[config.mk]
export PLATFORM = sky130hd
export DESIGN_NAME = ftoi_wb
export DESIGN_NICKNAME = d
export VERILOG_FILES = /design/src/rtl/fpu_pkg.sv /design/src/rtl/ftoi_classify.sv /design/src/rtl/ftoi_wb.sv
export SDC_FILE = /design/constraint.sdc
export NUM_CORES = 1
export LEC_CHECK = 0
export ABC_AREA = 0
export CORE_UTILIZATION = 50
export DETAILED_ROUTE_END_ITERATION = 8
export PLACE_DENSITY = 0.82
export SLEW_MARGIN = 20
export SYNTH_ARGS = -nofsm -noshare
export SYNTH_HDL_FRONTEND = slang
export SYNTH_HIERARCHICAL = 1
export SYNTH_SLANG_ARGS = --single-unit
export TNS_END_PERCENT = 1
[constraint.sdc]
create_clock -name clk -period 3 [get_ports clk]
set_clock_uncertainty 0.15 [all_clocks]
set_input_delay 0.6 -clock clk [delete_from_list [all_inputs] [get_ports clk]]
set_output_delay 0.6 -clock clk [all_outputs]
set_load 0.005 [all_outputs]
[src/rtl/fpu_pkg.sv]
// Shared FPU definitions: exception flag positions, integer saturation limits
// and the float->int write-back result record.
package fpu_pkg;

  localparam int FLAG_NV = 1;
  localparam int FLAG_NX = 0;

  localparam logic [31:0] INT_MAX = 32'h7FFF_FFFF;
  localparam logic [31:0] INT_MIN = 32'h8000_0000;

  // Tag field width of the stored result; ftoi_wb's TAG_W must match it.
  localparam int FTOI_TAG_W = 5;

  typedef struct packed {
    logic [31:0]           y;
    logic [1:0]            flags;
    logic [FTOI_TAG_W-1:0] tag;
  } ftoi_res_t;

endpackage

[src/rtl/ftoi_classify.sv]
// Combinational float->int result fix-up: saturates the converter output and
// derives {NV, NX} from the raw single-precision operand.
module ftoi_classify
  import fpu_pkg::*;
(
  input  logic [31:0] x_i,
  input  logic [31:0] y_i,
  output logic [31:0] y_o,
  output logic [1:0]  flags_o
);

  logic        sign;
  logic [7:0]  exp;
  logic [22:0] man;
  logic [7:0]  shift;
  logic [31:0] frac;
  logic [31:0] lost_mask;

  assign sign      = x_i[31];
  assign exp       = x_i[30:23];
  assign man       = x_i[22:0];
  // Bits of {1,m,8'b0} that truncation drops; only meaningful for 127 <= e <= 157.
  assign shift     = 8'd158 - exp;
  assign frac      = {1'b1, man, 8'b0};
  assign lost_mask = ~(32'hFFFF_FFFF << shift);

  always_comb begin
    // NOTE: outputs get a default before any branch so no path infers a latch.
    y_o     = y_i;
    flags_o = '0;
    if (exp == 8'hFF && man != '0) begin
      y_o              = INT_MAX;
      flags_o[FLAG_NV] = 1'b1;
    end else if (x_i == 32'hCF00_0000) begin
      y_o = INT_MIN;
    end else if (exp >= 8'd158) begin
      y_o              = sign ? INT_MIN : INT_MAX;
      flags_o[FLAG_NV] = 1'b1;
    end else if (exp <= 8'd126) begin
      y_o              = '0;
      flags_o[FLAG_NX] = |x_i[30:0];
    end else begin
      flags_o[FLAG_NX] = |(frac & lost_mask);
    end
  end

endmodule

[src/rtl/ftoi_wb.sv]
// Float->int write-back stage: classifies converter results, queues them in a
// small FIFO and hands them to the register file over valid/ready.
module ftoi_wb
  import fpu_pkg::*;
#(
  parameter int DEPTH = 4,
  parameter int TAG_W = FTOI_TAG_W
) (
  input  logic             clk,
  input  logic             rstn,
  input  logic             in_valid,
  output logic             in_ready,
  input  logic [31:0]      in_x,
  input  logic [31:0]      in_y,
  input  logic [TAG_W-1:0] in_tag,
  output logic             out_valid,
  input  logic             out_ready,
  output logic [31:0]      out_y,
  output logic [TAG_W-1:0] out_tag,
  output logic [1:0]       out_flags,
  input  logic             flags_clr,
  output logic [1:0]       flags_sticky
);

  localparam int PTR_W = $clog2(DEPTH);
  localparam logic [PTR_W:0] FULL_CNT = (PTR_W + 1)'(DEPTH);

  ftoi_res_t        ram_q [DEPTH];
  logic [PTR_W-1:0] wr_ptr_q, wr_ptr_d;
  logic [PTR_W-1:0] rd_ptr_q, rd_ptr_d;
  logic [PTR_W:0]   count_q, count_d;
  logic [1:0]       sticky_q, sticky_d;

  logic [31:0] cls_y;
  logic [1:0]  cls_flags;
  ftoi_res_t   wr_res;
  ftoi_res_t   head;
  logic        push;
  logic        pop;

  ftoi_classify u_classify (
    .x_i    (in_x),
    .y_i    (in_y),
    .y_o    (cls_y),
    .flags_o(cls_flags)
  );

  assign wr_res = '{y: cls_y, flags: cls_flags, tag: FTOI_TAG_W'(in_tag)};
  assign head   = ram_q[rd_ptr_q];

  // Handshake status comes straight from the count register, so a full FIFO
  // refuses a push even while it is being popped.
  assign in_ready  = (count_q != FULL_CNT);
  assign out_valid = (count_q != '0);
  assign push      = in_valid & in_ready;
  assign pop       = out_valid & out_ready;

  // Stale RAM contents never reach the outputs while the FIFO is empty.
  assign out_y        = out_valid ? head.y : '0;
  assign out_tag      = out_valid ? TAG_W'(head.tag) : '0;
  assign out_flags    = out_valid ? head.flags : '0;
  assign flags_sticky = sticky_q;

  always_comb begin
    wr_ptr_d = wr_ptr_q;
    rd_ptr_d = rd_ptr_q;
    count_d  = count_q;
    sticky_d = sticky_q;
    if (push) wr_ptr_d = wr_ptr_q + 1'b1;
    if (pop)  rd_ptr_d = rd_ptr_q + 1'b1;
    case ({push, pop})
      2'b10:   count_d = count_q + 1'b1;
      2'b01:   count_d = count_q - 1'b1;
      default: count_d = count_q;
    endcase
    if (flags_clr)  sticky_d = '0;
    else if (pop)   sticky_d = sticky_q | head.flags;
  end

  // NOTE: the storage array has no reset; an entry is only observable once
  // count covers it, so clearing the pointers and count is sufficient.
  always_ff @(posedge clk) begin
    if (push) ram_q[wr_ptr_q] <= wr_res;
  end

  always_ff @(posedge clk or negedge rstn) begin
    // NOTE: non-blocking assignments so every register samples pre-edge values.
    if (!rstn) begin
      wr_ptr_q <= '0;
      rd_ptr_q <= '0;
      count_q  <= '0;
      sticky_q <= '0;
    end else begin
      wr_ptr_q <= wr_ptr_d;
      rd_ptr_q <= rd_ptr_d;
      count_q  <= count_d;
      sticky_q <= sticky_d;
    end
  end

endmodule

==> results.cfg, run 1 <==
[synth]
synth_fa_ha_area_frac = 0.01590
ys_seq_area_frac = 0.6499
synth.top_cells.by_area = edfxtp_1 62%, mux4_2 8.6%, mux4_1 3.5%
synthesis.nets = 573
synth_top_cell_area_share = 0.6201
synth_mux_area_frac = 0.1245
postSynthAreaPerCell_um2 = 15.42
synth_enable_flop_cells = 156
synth_cell_type_count = 59
synth-compound-area-share = 0.06575
synth_xor_area_frac = 0.01159
ys_warn_count = 6
synth_cells = 490
async_flop_share = 0.05455
netlist_area_um2 = 7555
synth-seq-cells = 165
synth-simple-area-share = 0.1035
synth_flop_cell = edfxtp_1
synth_top_family_by_area = multiplexers
yosysTopAreaCell = edfxtp_1

[floorplan]
die_area_um2 = 15610
io-pin-count = 117
die_w_um = 124.9
initial_core_util = 0.5159
die_h_um = 124.9
num_rows = 44
core_area_um2 = 14640

[sta]
holdWs_ns = 0.3229
rsz0062_at_grt = true
finalSetupViolCount = 43
fin_tns_setup_ns = -0.2615
clock.fmax_mhz = 331.9
final.period_utilization = 1.004
drv_slew = 0
tightest_slew_ns = 0.5572
min_period_ns = 3.013
timing.final.hold_violations = 0
slew_headroom = 0.6263
fin_ws_ns = -0.01330

[global_route]
grt_first_pass_wirelength_um = 26810
grt_max_degree = 40
grt_use_total = 0.2297
use_met2 = 0.3952
busiest_layer = met2
antenna_found_initial = 0
met1_usage = 0.2974
grt_pass1_vias = 5074
overflow = 0
use_met3 = 0.04381

[cts]
ctsHoldBuffers = 0
clock-sinks = 165
cts_root_buffer = clkbuf_16
h-tree-depth = 4
clockBufferDepth = 2
clk_latency_ns = 0.42
cts_tree = built
clk_pin_slew_ns = 0.06
numCtsBuffers = 17

[drt]
drtPass1Iterations = 7
dr_total_vias = 5024
wl_um = 17490
wl_per_cell_um = 20.70
drt_iter0_drc = 419
via_per_inst = 5.946
drc = 19
ant_nets = 0

[run]
drv_cap = 0

[min_path]
holdPathStages = 1
hp-start = count_q[2]$_DFFE_PN0P_
holdPathEnd = count_q[2]$_DFFE_PN0P_
hold_class = register to register

[layout]
area_delta_synth_final_pct = 32.88
final_common_cell = edfxtp_1
utilization = 0.6855
fin_cells = 845
fin_nets = 731
final_cell_mix = 156 x edfxtp_1, 79 x clkdlybuf4s50_1, 43 x buf_4, 41 x nand2_1, 40 x and2_1
multi_input_area_um2 = 2431
antenna_cells = 0
seq_area_um2 = 4912
n_fill_cell = 960
final_layout_size_suffix_gt1_frac = 0.2042

[worst_setup_path]
r2r-start = count_q[0]$_DFFE_PN0P_
crit_path_end_kind = register
worst_r2r_path_depth = 7
crit_type = input pin to register
required_ns = 2.99
rrSetupSlack_ns = 0.57
crit_path_max_fanout = 32
arrival_ns = 3.00
r2r-end = count_q[1]$_DFFE_PN0P_
startpoint_type = input pin

[run_status]
violations = DRC, setup timing
status = finished with violations

[power]
worst_ir_drop_vdd_mv = 0.5606
p_leak_nw = 3.899
power_density_nw_per_um2 = 870.6
finalPower_mw = 8.739

[placed_design]
port_buffers = 116
dp_hpwl_um = 10540
placed_cells = 810
place_congestion = 0.9452
## metal layers
metal  vias to the layer above  wire length [um]
met3                        34              1353
met1                      2486              6962
met4                         0               349
met2                       270              8829
li1                       2234                 -
met5                         -                 0
## how the worst max path moves through the flow
stage,start,endpoint,slack [ns]
6_report,in_x[9],ram_q[0][25]$_DFFE_PP_,-0.01
5_1_grt,in_x[9],ram_q[0][11]$_DFFE_PP_,-0.08
4_1_cts,rd_ptr_q[0]$_DFFE_PN0P_,out_tag[1],-0.09
3_5_place_dp,in_x[9],ram_q[0][25]$_DFFE_PP_,-0.41
3_3_place_gp,in_x[9],ram_q[0][5]$_DFFE_PP_,-0.34
2_1_floorplan,in_x[23],ram_q[0][5]$_DFFE_PP_,0.06
## sequential cells by signal (all words and copies together) (netlist names)
signal        count
count_q           3
rd_ptr_q          2
flags_sticky      2
wr_ptr_q          2
ram_q           156
## critical path, stage by stage
cell             delay (ns)
clkdlybuf4s50_1        0.43
or4_1                  0.56
or4_4                  0.46
nor4_4                 0.25
a32oi_1                0.18
nor2_2                 0.17
buf_12                 0.23
a21oi_1                0.11
## layout make-up
type,count,share of cell area
clock buffer,18,0.04275
clock inverter,14,0.01770
inverter,13,0.004861
multi-input combinational,281,0.2422
sequential,165,0.4893
tap,184,0.02293
timing repair buffer,170,0.1802
## logic make-up (layout without fill, tap and decap cells)
family,Yosys count,in the layout
compound gates,77,77
xor+xnor,10,10
fa+ha+maj,9,9
buf+inv,44,215
flops,165,165
mux,41,41
simple gates,144,144
## power by group
group	internal, mW	switching [mW]	leakage [nW]	total [mW]
Clock	1.32	0.888	0.292	2.21
Combinational	1.86	1.43	2.06	3.29
Sequential	3.09	0.148	1.54	3.24
## timing repair
action / in CTS / in global routing
endpoints found under the setup margin: 26 / 158
setup buffers: 0 / 1
resized for setup: 4 / 46
endpoints found under the hold margin: 0 / 0
pin swaps: 0 / 3
gates cloned: 1 / 1
## per-stage QoR
stage               worst slack [ns]  cell area, um^2
floorplan                    0.06023             7555
finish                      -0.01330            10040
global placement             -0.3409             9266
detailed placement           -0.4075             9266
global route                -0.08322            10040
CTS                         -0.08916             9898
## synthesized netlist by cell type, drive strengths merged (5+ instances only)
cell type,n
edfxtp,156
ha,8
nor4,6
a21oi,35
o21ai,7
nand2,41
clkbuf,17
nor2,15
dfrtp,9
buf,14
mux4,39
xnor2,7
nand3,11
inv,13
nor3,5
and2,43
a211oi,5
Note: power is estimated with default switching activity, not from simulation.
==> run 2: changes to the inputs <==
CORE_UTILIZATION = 35   (was 50)
PLACE_DENSITY = 0.63   (was 0.82)
==> run 2 against run 1 <==
  * The run now ends clean
  * Clock power about the same
  * Cell count up 12%
  * Count of clock-buffer cells in the layout down 1
  * Combinational power down 4%
  * Highest routed layer unchanged
==> results.cfg, run 2 (synthesis gave the netlist of run 1 again) <==
[worst_setup_path]
startpoint_type = register
rrSetupSlack_ns = 0.57
worst_r2r_path_depth = 9
crit_path_end_kind = primary output
crit_type = register to primary output
required_ns = 2.25
r2r-start = count_q[0]$_DFFE_PN0P_
crit_path_max_fanout = 15
arrival_ns = 2.18
r2r-end = count_q[2]$_DFFE_PN0P_

[cts]
clk_latency_ns = 0.42
h-tree-depth = 4
numCtsBuffers = 17
clock-sinks = 165
cts_root_buffer = clkbuf_16
cts_tree = built
clk_pin_slew_ns = 0.06
clockBufferDepth = 2

[sta]
tightest_slew_ns = 0.5135
holdWs_ns = 0.3289
clock.fmax_mhz = 341.6
drv_slew = 0
final.period_utilization = 0.9758
timing.final.hold_violations = 0
finalSetupViolCount = 0
slew_headroom = 0.6552
min_period_ns = 2.927
rsz0062_at_grt = false

[drt]
wl_um = 17820
dr_total_vias = 4923
drtPass1Iterations = 5
drc = 0
drt_iter0_drc = 207
via_per_inst = 5.193
ant_nets = 0
wl_per_cell_um = 18.80

[run]
drv_cap = 0

[global_route]
grt_max_degree = 45
grt_use_total = 0.1653
grt_first_pass_wirelength_um = 27510
overflow = 0
antenna_found_initial = 0
grt_pass1_vias = 5229

[layout]
final_layout_size_suffix_gt1_frac = 0.2571
final_cell_mix = 156 x edfxtp_1, 74 x clkdlybuf4s50_1, 53 x buf_4, 41 x nand2_1, 39 x and2_1
final_common_cell = edfxtp_1
largest_reg_flops = 156
antenna_cells = 0
area_delta_synth_final_pct = 36.83
utilization = 0.4902
n_fill_cell = 1789
reg_top3 = ram_q x156, count_q x3
regMostFlops = ram_q
fin_area_um2 = 10340
fin_nets = 744

[floorplan]
die_area_um2 = 22180
initial_core_util = 0.3583
io-pin-count = 117
core_area_um2 = 21090
die_w_um = 148.9
num_rows = 53
die_h_um = 148.9

[run_status]
status = finished clean

[placed_design]
place_congestion = 0.8910
place_area_um2 = 9440
dp_hpwl_um = 11640
port_buffers = 116

[power]
power_density_nw_per_um2 = 835.1
p_leak_nw = 3.882
worst_ir_drop_vdd_mv = 0.4106

[min_path]
hold_class = input pin to asynchronous set/reset pin
[run 2: power breakdown]
group	internal, mW	switching, mW	total, mW
Clock	1.34	0.907	2.24
Sequential	3.09	0.138	3.23
Combinational	1.75	1.41	3.16
[run 2: critical path: stages (launching register included)]
cell and delay (ns):
dfrtp_2 0.44, buf_12 0.19, mux4_2 0.50, and2_1 0.17, clkdlybuf4s50_1 0.45
[run 2: worst max path at each step]
stage,start,endpoint
after floorplan,in_x[23],ram_q[0][5]$_DFFE_PP_
after global placement,in_x[23],ram_q[0][5]$_DFFE_PP_
after detailed placement,in_x[9],ram_q[2][28]$_DFFE_PP_
after CTS,rd_ptr_q[0]$_DFFE_PN0P_,out_y[2]
after global routing,rd_ptr_q[0]$_DFFE_PN0P_,out_y[9]
final,rd_ptr_q[0]$_DFFE_PN0P_,out_y[9]
[run 2: layout make-up]
cell class                 count  area, um^2  share of cell area
clock buffer                  17       425.4             0.04115
inverter                      13       48.80            0.004720
multi-input combinational    281        2540              0.2457
tap                          275       344.1             0.03328
timing repair buffer         183        1878              0.1817
sequential                   165        4912              0.4752
clock inverter                14       188.9             0.01828
[run 2: through the flow]
step           setup slack, ns  instances  power [mW]  setup TNS (ns)
3_5_place_dp           -0.4047        910       6.564          -50.45
6_report               0.07273        948       8.632               0
5_1_grt               0.004431        948       9.080               0
4_1_cts              0.0004872        943       8.782               0
3_3_place_gp           -0.4135        910       6.500          -47.23
2_1_floorplan          0.06023        490       4.973               0
[run 2: timing repair]
item	in CTS	in global routing
hold buffers	0	0
setup endpoints to repair	29	145
gates cloned	1	4
pin swaps	0	6
gates resized for setup	28	50
buffers inserted	1	1
[run 2: layer usage]
metal  routed length, um  up-vias  track usage
met4                 336        0      0.05867
met2                9149      145       0.2842
met5                   0        -            0
li1                    -     2261            -
met1                7536     2487       0.2084
met3                 796       30      0.03028
